### src/rtl/mcs4_bus_master.sv
// MCS-4 bus initiator: sequences SYNC/A1..X3, fetches the instruction byte and runs the I/O side-channel.
// Optional I/O behaviour (cm_rom, SRC, WRR, RDR) is enabled by defining MCS4_MASTER_IO_EN.

package mcs4;
    typedef enum logic [2:0] {A1, A2, A3, M1, M2, X1, X2, X3} instr_cyc_t;
    localparam logic [3:0] WRR = 4'h2;
    localparam logic [3:0] RDR = 4'hA;
endpackage

module mcs4_bus_master (
    input  logic        clk,
    input  logic        rst_n,
    input  logic        cmd_valid,
    output logic        cmd_ready,
    input  logic [11:0] cmd_pc,
    input  logic [3:0]  cmd_acc,
    input  logic [7:0]  cmd_src,
    output logic        sync,
    output logic        cm_rom,
    output logic        cl_rom,
    input  logic        cl_req,
    input  logic [3:0]  dbus_in,
    output logic [3:0]  dbus_out,
    output logic        rsp_valid,
    output logic [7:0]  rsp_instr,
    output logic [3:0]  rsp_rdata,
    output logic        rsp_io
);

    localparam logic [3:0] IO_OPR  = 4'hE;
    localparam logic [3:0] SRC_OPR = 4'h2;

`ifdef MCS4_MASTER_IO_EN
    localparam logic IO_EN = 1'b1;
`else
    localparam logic IO_EN = 1'b0;
`endif

    // Bus phases sit in the upper half of the encoding, in instr_cyc_t order.
    typedef enum logic [3:0] {
        S_IDLE = 4'b0000,
        S_SYNC = 4'b0001,
        S_A1   = {1'b1, mcs4::A1},
        S_A2   = {1'b1, mcs4::A2},
        S_A3   = {1'b1, mcs4::A3},
        S_M1   = {1'b1, mcs4::M1},
        S_M2   = {1'b1, mcs4::M2},
        S_X1   = {1'b1, mcs4::X1},
        S_X2   = {1'b1, mcs4::X2},
        S_X3   = {1'b1, mcs4::X3}
    } state_t;

    state_t      state_q, state_d;
    logic        ready_en_q, ready_en_d;
    logic        sync_q, sync_d;
    logic        cl_q, cl_d;
    logic        cm_q, cm_d;
    logic [3:0]  dbus_q, dbus_d;
    logic [11:0] pend_pc_q, pend_pc_d, act_pc_q, act_pc_d;
    logic [3:0]  pend_acc_q, pend_acc_d, act_acc_q, act_acc_d;
    logic [7:0]  pend_src_q, pend_src_d, act_src_q, act_src_d;
    logic [3:0]  opr_q, opr_d, opa_q, opa_d;
    logic        rsp_valid_q, rsp_valid_d;
    logic [7:0]  rsp_instr_q, rsp_instr_d;
    logic [3:0]  rsp_rdata_q, rsp_rdata_d;
    logic        rsp_io_q, rsp_io_d;

    logic cmd_ready_s, accept_s, is_io_s, is_src_s, is_wrr_s, is_rdr_s;

    // Command handshake and opcode decode of the captured instruction.
    always_comb begin
        cmd_ready_s = ready_en_q && ((state_q == S_IDLE) || (state_q == S_X2));
        accept_s    = cmd_valid && cmd_ready_s;
        is_io_s     = IO_EN && (opr_q == IO_OPR);
        is_src_s    = IO_EN && (opr_q == SRC_OPR) && opa_q[0];
        is_wrr_s    = is_io_s && (opa_q == mcs4::WRR);
        is_rdr_s    = is_io_s && (opa_q == mcs4::RDR);
    end

    // Next-state logic; X3 chains straight into A1 when a command was taken in X2.
    always_comb begin
        state_d = state_q;
        case (state_q)
            S_IDLE:  state_d = accept_s ? S_SYNC : S_IDLE;
            S_SYNC:  state_d = S_A1;
            S_A1:    state_d = S_A2;
            S_A2:    state_d = S_A3;
            S_A3:    state_d = S_M1;
            S_M1:    state_d = S_M2;
            S_M2:    state_d = S_X1;
            S_X1:    state_d = S_X2;
            S_X2:    state_d = S_X3;
            S_X3:    state_d = sync_q ? S_A1 : S_IDLE;
            default: state_d = S_IDLE;
        endcase
    end

    // Datapath and registered outputs, computed for the state being entered.
    always_comb begin
        ready_en_d  = 1'b1;
        sync_d      = accept_s;
        cl_d        = cl_req;
        pend_pc_d   = pend_pc_q;
        pend_acc_d  = pend_acc_q;
        pend_src_d  = pend_src_q;
        act_pc_d    = act_pc_q;
        act_acc_d   = act_acc_q;
        act_src_d   = act_src_q;
        opr_d       = opr_q;
        opa_d       = opa_q;
        rsp_valid_d = 1'b0;
        rsp_instr_d = rsp_instr_q;
        rsp_rdata_d = rsp_rdata_q;
        rsp_io_d    = rsp_io_q;
        dbus_d      = 4'h0;
        cm_d        = 1'b0;

        if (accept_s) begin
            pend_pc_d  = cmd_pc;
            pend_acc_d = cmd_acc;
            pend_src_d = cmd_src;
        end else begin
            pend_pc_d  = pend_pc_q;
        end

        if (sync_q) begin
            act_pc_d  = pend_pc_q;
            act_acc_d = pend_acc_q;
            act_src_d = pend_src_q;
        end else begin
            act_pc_d  = act_pc_q;
        end

        if (state_q == S_M1) begin
            opr_d = dbus_in;
        end else if (state_q == S_M2) begin
            opa_d = dbus_in;
        end else begin
            opr_d = opr_q;
        end

        if (state_q == S_X2) begin
            rsp_valid_d = 1'b1;
            rsp_instr_d = {opr_q, opa_q};
            rsp_rdata_d = is_rdr_s ? dbus_in : 4'h0;
            rsp_io_d    = is_rdr_s;
        end else begin
            rsp_valid_d = 1'b0;
        end

        // Entering A1 the active pc is being loaded this edge, so take it from pending.
        case (state_d)
            S_A1: dbus_d = pend_pc_q[3:0];
            S_A2: dbus_d = act_pc_q[7:4];
            S_A3: dbus_d = act_pc_q[11:8];
            S_M2: cm_d   = IO_EN && (dbus_in == IO_OPR);
            S_X2: begin
                if (is_src_s) begin
                    dbus_d = act_src_q[7:4];
                    cm_d   = 1'b1;
                end else if (is_wrr_s) begin
                    dbus_d = act_acc_q;
                end else begin
                    dbus_d = 4'h0;
                end
            end
            S_X3: dbus_d = is_src_s ? act_src_q[3:0] : 4'h0;
            default: dbus_d = 4'h0;
        endcase
    end

    // State and datapath registers.
    always_ff @(posedge clk or negedge rst_n) begin
        if (!rst_n) begin
            state_q     <= S_IDLE;
            ready_en_q  <= 1'b0;
            sync_q      <= 1'b0;
            cl_q        <= 1'b0;
            cm_q        <= 1'b0;
            dbus_q      <= 4'h0;
            pend_pc_q   <= 12'h000;
            pend_acc_q  <= 4'h0;
            pend_src_q  <= 8'h00;
            act_pc_q    <= 12'h000;
            act_acc_q   <= 4'h0;
            act_src_q   <= 8'h00;
            opr_q       <= 4'h0;
            opa_q       <= 4'h0;
            rsp_valid_q <= 1'b0;
            rsp_instr_q <= 8'h00;
            rsp_rdata_q <= 4'h0;
            rsp_io_q    <= 1'b0;
        end else begin
            state_q     <= state_d;
            ready_en_q  <= ready_en_d;
            sync_q      <= sync_d;
            cl_q        <= cl_d;
            cm_q        <= cm_d;
            dbus_q      <= dbus_d;
            pend_pc_q   <= pend_pc_d;
            pend_acc_q  <= pend_acc_d;
            pend_src_q  <= pend_src_d;
            act_pc_q    <= act_pc_d;
            act_acc_q   <= act_acc_d;
            act_src_q   <= act_src_d;
            opr_q       <= opr_d;
            opa_q       <= opa_d;
            rsp_valid_q <= rsp_valid_d;
            rsp_instr_q <= rsp_instr_d;
            rsp_rdata_q <= rsp_rdata_d;
            rsp_io_q    <= rsp_io_d;
        end
    end

    assign cmd_ready = cmd_ready_s;
    assign sync      = sync_q;
    assign cl_rom    = cl_q;
    assign cm_rom    = cm_q;
    assign dbus_out  = dbus_q;
    assign rsp_valid = rsp_valid_q;
    assign rsp_instr = rsp_instr_q;
    assign rsp_rdata = rsp_rdata_q;
    assign rsp_io    = rsp_io_q;

endmodule

### config.mk
export PLATFORM = sky130hd
export DESIGN_NAME = mcs4_bus_master
export DESIGN_NICKNAME = d
export VERILOG_FILES = /design/src/rtl/mcs4_bus_master.sv
export SDC_FILE = /design/constraint.sdc
export NUM_CORES = 1
export LEC_CHECK = 0
export ABC_AREA = 0
export CAP_MARGIN = 40
export CORE_MARGIN = 10
export CORE_UTILIZATION = 47
export DETAILED_ROUTE_END_ITERATION = 10
export PLACE_DENSITY = 0.78
export SLEW_MARGIN = 5
export SYNTH_ARGS = -nofsm -noshare
export SYNTH_HDL_FRONTEND = slang
export SYNTH_SLANG_ARGS = --single-unit
### constraint.sdc
create_clock -name clk -period 1.95 [get_ports clk]
set_input_delay 0.39 -clock clk [delete_from_list [all_inputs] [get_ports clk]]
set_output_delay 0.39 -clock clk [all_outputs]
set_load 0.05 [all_outputs]
---- Word level (Yosys, flattened, before mapping) ----
Index checks and enable logic that the tools add are counted.
Widths: inputs -> output; s select.
word-level totals
  input port bits ......................... 32
  output and inout port bits .............. 22
  word-level logic and storage cells ...... 34
  bits in registers ....................... 52
cells by class
  equality and inequality tests ........... 12
  bitwise operators ....................... 1
  reductions and logical operators ........ 5
  multiplexer cells ....................... 5
operator list
  kind                number
  $eq 4x4->1 const B  11
  $pmux 4 s10         1
  $pmux 4 s3          1
  $eq 4x1->1 const B  1
  $logic_not 4->1     1
  $mux 4              1
  $logic_and 1x1->1   2
  $mux 1              2
  $reduce_and 2->1    1
  $logic_or 1x1->1    1
  $not 1->1           1

---- Longest topological paths before layout ----
Gate-level depths: netlist of the first run.
  depth in word-level cells ............... 8
  depth in mapped cells ................... 5

---- Worst setup path before layout of the first run ----
No wires, ideal clock.
  path kind ............................... flip-flop to output port
  start ................................... register state_q[1] in the netlist's numbering
  end ..................................... output port cmd_ready
  slack ................................... 0.341 ns
  required time ........................... 1.560 ns
  data arrival time ....................... 1.219 ns
  path buffers ............................ 1
  cell stages (with the launch flop) ...... 4
  cells stage by stage .................... dfrtp_1 > buf_4 > nor3_2 > o211a_1
on the way
  longest elaborated chain between the ends .. 3
  elaborated cells between the ends (all ways) .. 4
  those cells by class .................... eq/ne: 1; reduce/logical: 3
RTL lines
  item                                           RTL line  text
  start: declaration                             53        state_t state_q, state_d;
  start signal: assignment                       194       state_q <= state_d;
  $eq 4x4->1 or $logic_not 4->1 (tied branches)  72        cmd_ready_s = ready_en_q && ((state_q == S_IDLE) || (state_q == S_X2));
  $logic_or 1x1->1 (*)                           72
  $logic_and 1x1->1 (*)                          72
  end: declaration                               14        output logic cmd_ready,
Mark *: on every way between the ends. The rest lies on a longest branch, timed or not.

---- Worst setup path in the final report of the first run ----
  start ................................... register rsp_instr_q[5], in the netlist rsp_instr[5]
  end ..................................... output port rsp_instr[5]
RTL lines
  item                      RTL line  text
  start: declaration        64        logic [7:0] rsp_instr_q, rsp_instr_d;
  start signal: assignment  209       rsp_instr_q <= rsp_instr_d;
  end: declaration          25        output logic [7:0] rsp_instr,
No word-level cell between the ends.

==> results.txt, run 1 <==
The flow ran to the end, and the final reports show no timing, DRC or antenna violations. The post-synthesis to final-layout area growth is 24.25%. The count of input and output buffers came out at 35.

The gate count of the mapped netlist is 135. The detailed-route via count is roughly 1100. The leakage power is approximately 0.0011 uW. The cell area that synthesis handed to floorplanning was between 1500 and 2000 um^2. The worst IR drop on VDD came out at slightly above 0.9 mV. Net switching is 37.10% of the power.

Traced cell by cell, the critical path runs through clkdlybuf4s50_1. The critical path class is reg2out. The placed standard-cell area came out at 2359 um^2. TritonCTS built the clock tree. Across the run, the number of max-cap violations was 0. The residual DRC count is 0. The setup total negative slack is 0 ns. The startpoint type of the worst setup path is a flip-flop. The detailed router's first-iteration violation count is 37. The post-route netlist has between 20% and 30% of its cells at a drive strength greater than 1. The cts-stage hold buffer count is 0. The count of nets left with antenna violations once routing finished came out at 0. The clock-pin slew reported for the worst setup and hold paths after clock tree synthesis is 0.08 ns. The number of buffers on the longest clock path came out at 2. The share of total power dissipated in sequential elements is a little over two fifths. The total wire length after detailed routing came out at 3590 um. The via count of the first global-routing pass is between 1000 and 1500. The transition time of the tightest slew-check pin came out at ~0.62 ns. The post-CTS setup repair buffer count is 0.

The overall die height came out at 84.75 um. For this run the aggregate overflow at the end of global routing stands at 0. The number of max-slew violations in the final report is 0.

The initial cell density of the core came out at 48.91%. Yosys printed 0 warnings. The post-synthesis average cell area came out at approximately 15 um^2. The slowest stage of the critical path belongs to the cell clkdlybuf4s50_1. The library cell used most frequently in the layout, excluding fill and tap cells, is dfrtp_1. In this run the number of H-tree levels came out at 2. The sum of net half-perimeters after detailed placement is 2708 um. The part of the power in combinational logic came out at between 40 and 50%. The clock insertion delay at the later pin of the skew report came out at between 0.2 and 0.3 ns. The first global-routing pass estimated roughly 6100 um of wire. The count of pins on the block boundary came out at 54.

The biggest area contributor in the post-synthesis netlist is dfrtp_1. Counting distinct cell types in the post-synthesis netlist gives 26. Along the worst path, the maximum fanout reaches 2. The net switching component of the power is about 1500 uW. The internal portion of the total power is 2537 uW. The top cell types in the final layout, fill and taps aside, are dfrtp_1, clkdlybuf4s50_1, mux2_2, nand2_1, mux2_4. The standard cell core area came out at 4029 um^2. The pin count of the biggest net entering global routing came out at 49. Clock tree synthesis found a total of 48 sinks. The clock share of power came out at around 14%.

The total iterations of the first detailed-routing run is 4. The congestion estimate from routability-driven global placement came to 0.7098. The number of buffers inserted during clock tree synthesis is 5. STA classifies the critical path endpoint as a primary output. The final count of hold timing violations came to 0. The register bit count reported by yosys is 48. The net count of the finished layout is 207. The minimum setup slack after placement is approximately 0.15 ns. The achievable frequency is about 540 MHz. The worst clock skew came out at ~0.0099 ns. The top cell type's share of synthesized area is between 60% and 70%. Data arrives at the worst endpoint at approximately 1.5 ns. The final-report setup violation count is 0. The family with the most delay on the worst path is buffers and inverters. The number of cells upsized or downsized after cts came out at 0.

The worst setup slack after layout came out at 0.1023 ns. For the worst setup path, the data required time is ~1.6 ns. The horizontal die dimension is 84.75 um. The routed length per placed instance came out at around 16 um.

The final design instance area without fill is 2449 um^2. The number of antenna violations at the first check in global routing came out at 0. The proportion of synthesized chip area in sequential cells came out at around three fifths. The via-per-instance ratio is approximately 4.9.

Setup repair after global routing left no endpoint under its margin. The class of the most critical hold timing path is in2async. The tree is rooted in a clkbuf_8. The antenna diode count is 0. In this run the tightest slew margin relative to its limit is between 50% and 60%. For this run, the slowest stage of the critical path takes about 0.8 ns.

The number of buffers and inverters on the critical path is 1. After filler insertion, the fill cell instance count of the layout stands at between 300 and 400. The time the final worst path needs with I/O delays and setup is between 1.5 and 2 ns. By area the synthesized netlist is led by dfrtp_1, mux2_2, mux2_4. The area of the die is 7183 um^2. The areal power density over the cells came out at 1647 nW/um^2. The global router's overall resource usage is slightly above 10%. The row count came out at 23. The share of the clock period used by the worst path after layout is 94.76%.
-- flip-flops by register name, indices dropped and copies added (netlist names) --
register / cells
rsp_valid: 1
act_pc_q: 8
ready_en_q: 1
opa_q: 4
rsp_instr: 8
dbus_out: 4
cl_rom: 1
pend_pc_q: 12
opr_q: 4
sync: 1
state_q: 4
-- stage by stage --
stage                     cells  hold slack, ns  total power, uW  utilization, %
after floorplan             140         0.09441             2939               -
after CTS                   226          0.1992             4093           60.78
after global placement      218          0.4832             3409           58.54
final                       226          0.1852             4033           60.78
after global routing        226          0.2317             4278           60.78
after detailed placement    218          0.4925             3498           58.54
-- worst register-to-register path, stage by stage, from the launching register on --
cell	delay [ns]
dfrtp_1	0.49
and3_4	0.25
o2111ai_4	0.54
mux2_2	0.41
-- cell families (layout without fill, tap and decap cells) --
kind of cell | after synthesis | in the layout | share of synthesized area, %
multiplexers | 40 | 40 | 24.32
flip-flops | 48 | 48 | 60.95
other | 2 | 7 | 0.3811
buffers and inverters | 14 | 50 | 4.444
AO/OA/AOI/OAI | 10 | 10 | 4.191
XOR/XNOR | 2 | 2 | 0.8891
AND/OR/NAND/NOR | 19 | 19 | 4.825
-- synthesized netlist by cell type (all sizes together) --
library cell   n
conb           2
mux2          36
a21oi          2
xor2           1
mux2i          4
nor3           2
nand2          9
inv            3
xnor2          1
nand3          1
buf            9
dfrtp         48
a31oi          1
o2111ai        1
o211a          1
o22ai          4
o21ai          1
clkbuf         2
and3           1
nor2           3
nor2b          1
and2           2
-- final timing paths --
| kind | start | end | slack (ns) | depth (start not counted) |
|---|---|---|---|---|
| min reg2reg | opr_q[1] | opr_q[1] | 0.51 | 1 |
| min in group clk | opr_q[1] | opr_q[1] | 0.51 | 1 |
| min | rst_n | opa_q[0] | 0.19 | 2 |
| max in group asynchronous | rst_n | rsp_instr[2] | 1.36 | 2 |
| max reg2reg | state_q[3] | pend_pc_q[2] | 0.16 | 3 |
| max | rsp_instr[5] | rsp_instr[5] | 0.10 | 1 |
-- power groups by stage --
| stage | clock network, uW | registers [uW] | logic, uW |
|---|---|---|---|
| finish | 583 | 1720 | 1730 |
| global route | 650 | 1790 | 1840 |
| CTS | 610 | 1730 | 1760 |
| detailed placement | 0 | 1750 | 1750 |
| global placement | 0 | 1710 | 1700 |
| floorplan | 0 | 2090 | 848 |
-- layer usage --
| layer | part of all wire [%] | track usage (%) |
|---|---|---|
| met4 | 0 | 1.796 |
| met5 | 0 | 0 |
| met2 | 50 | 17.16 |
| met3 | 9.6 | 5.700 |
| met1 | 40 | 11.21 |
-- final cells by class --
| class | count | area (um^2) | area share [%] |
|---|---|---|---|
| Tap cell | 50 | 62.56 | 2.555 |
| Inverter | 3 | 11.26 | 0.4599 |
| Multi-Input combinational cell | 78 | 700.7 | 28.62 |
| Sequential cell | 48 | 1201 | 49.05 |
| Clock buffer | 8 | 90.09 | 3.679 |
| Timing Repair Buffer | 39 | 382.9 | 15.64 |
Power figures use the tool's default switching activity.
==> run 2, diff against run 1 <==
--- a/config.mk
+++ b/config.mk
@@ -11,7 +11,7 @@
 export CORE_UTILIZATION = 47
 export DETAILED_ROUTE_END_ITERATION = 10
 export PLACE_DENSITY = 0.78
-export SLEW_MARGIN = 5
+export SLEW_MARGIN = 15
 export SYNTH_ARGS = -nofsm -noshare
 export SYNTH_HDL_FRONTEND = slang
 export SYNTH_SLANG_ARGS = --single-unit
==> results of run 2 <==
No change in the layout: final DEF, timing and power equal those of run 1.
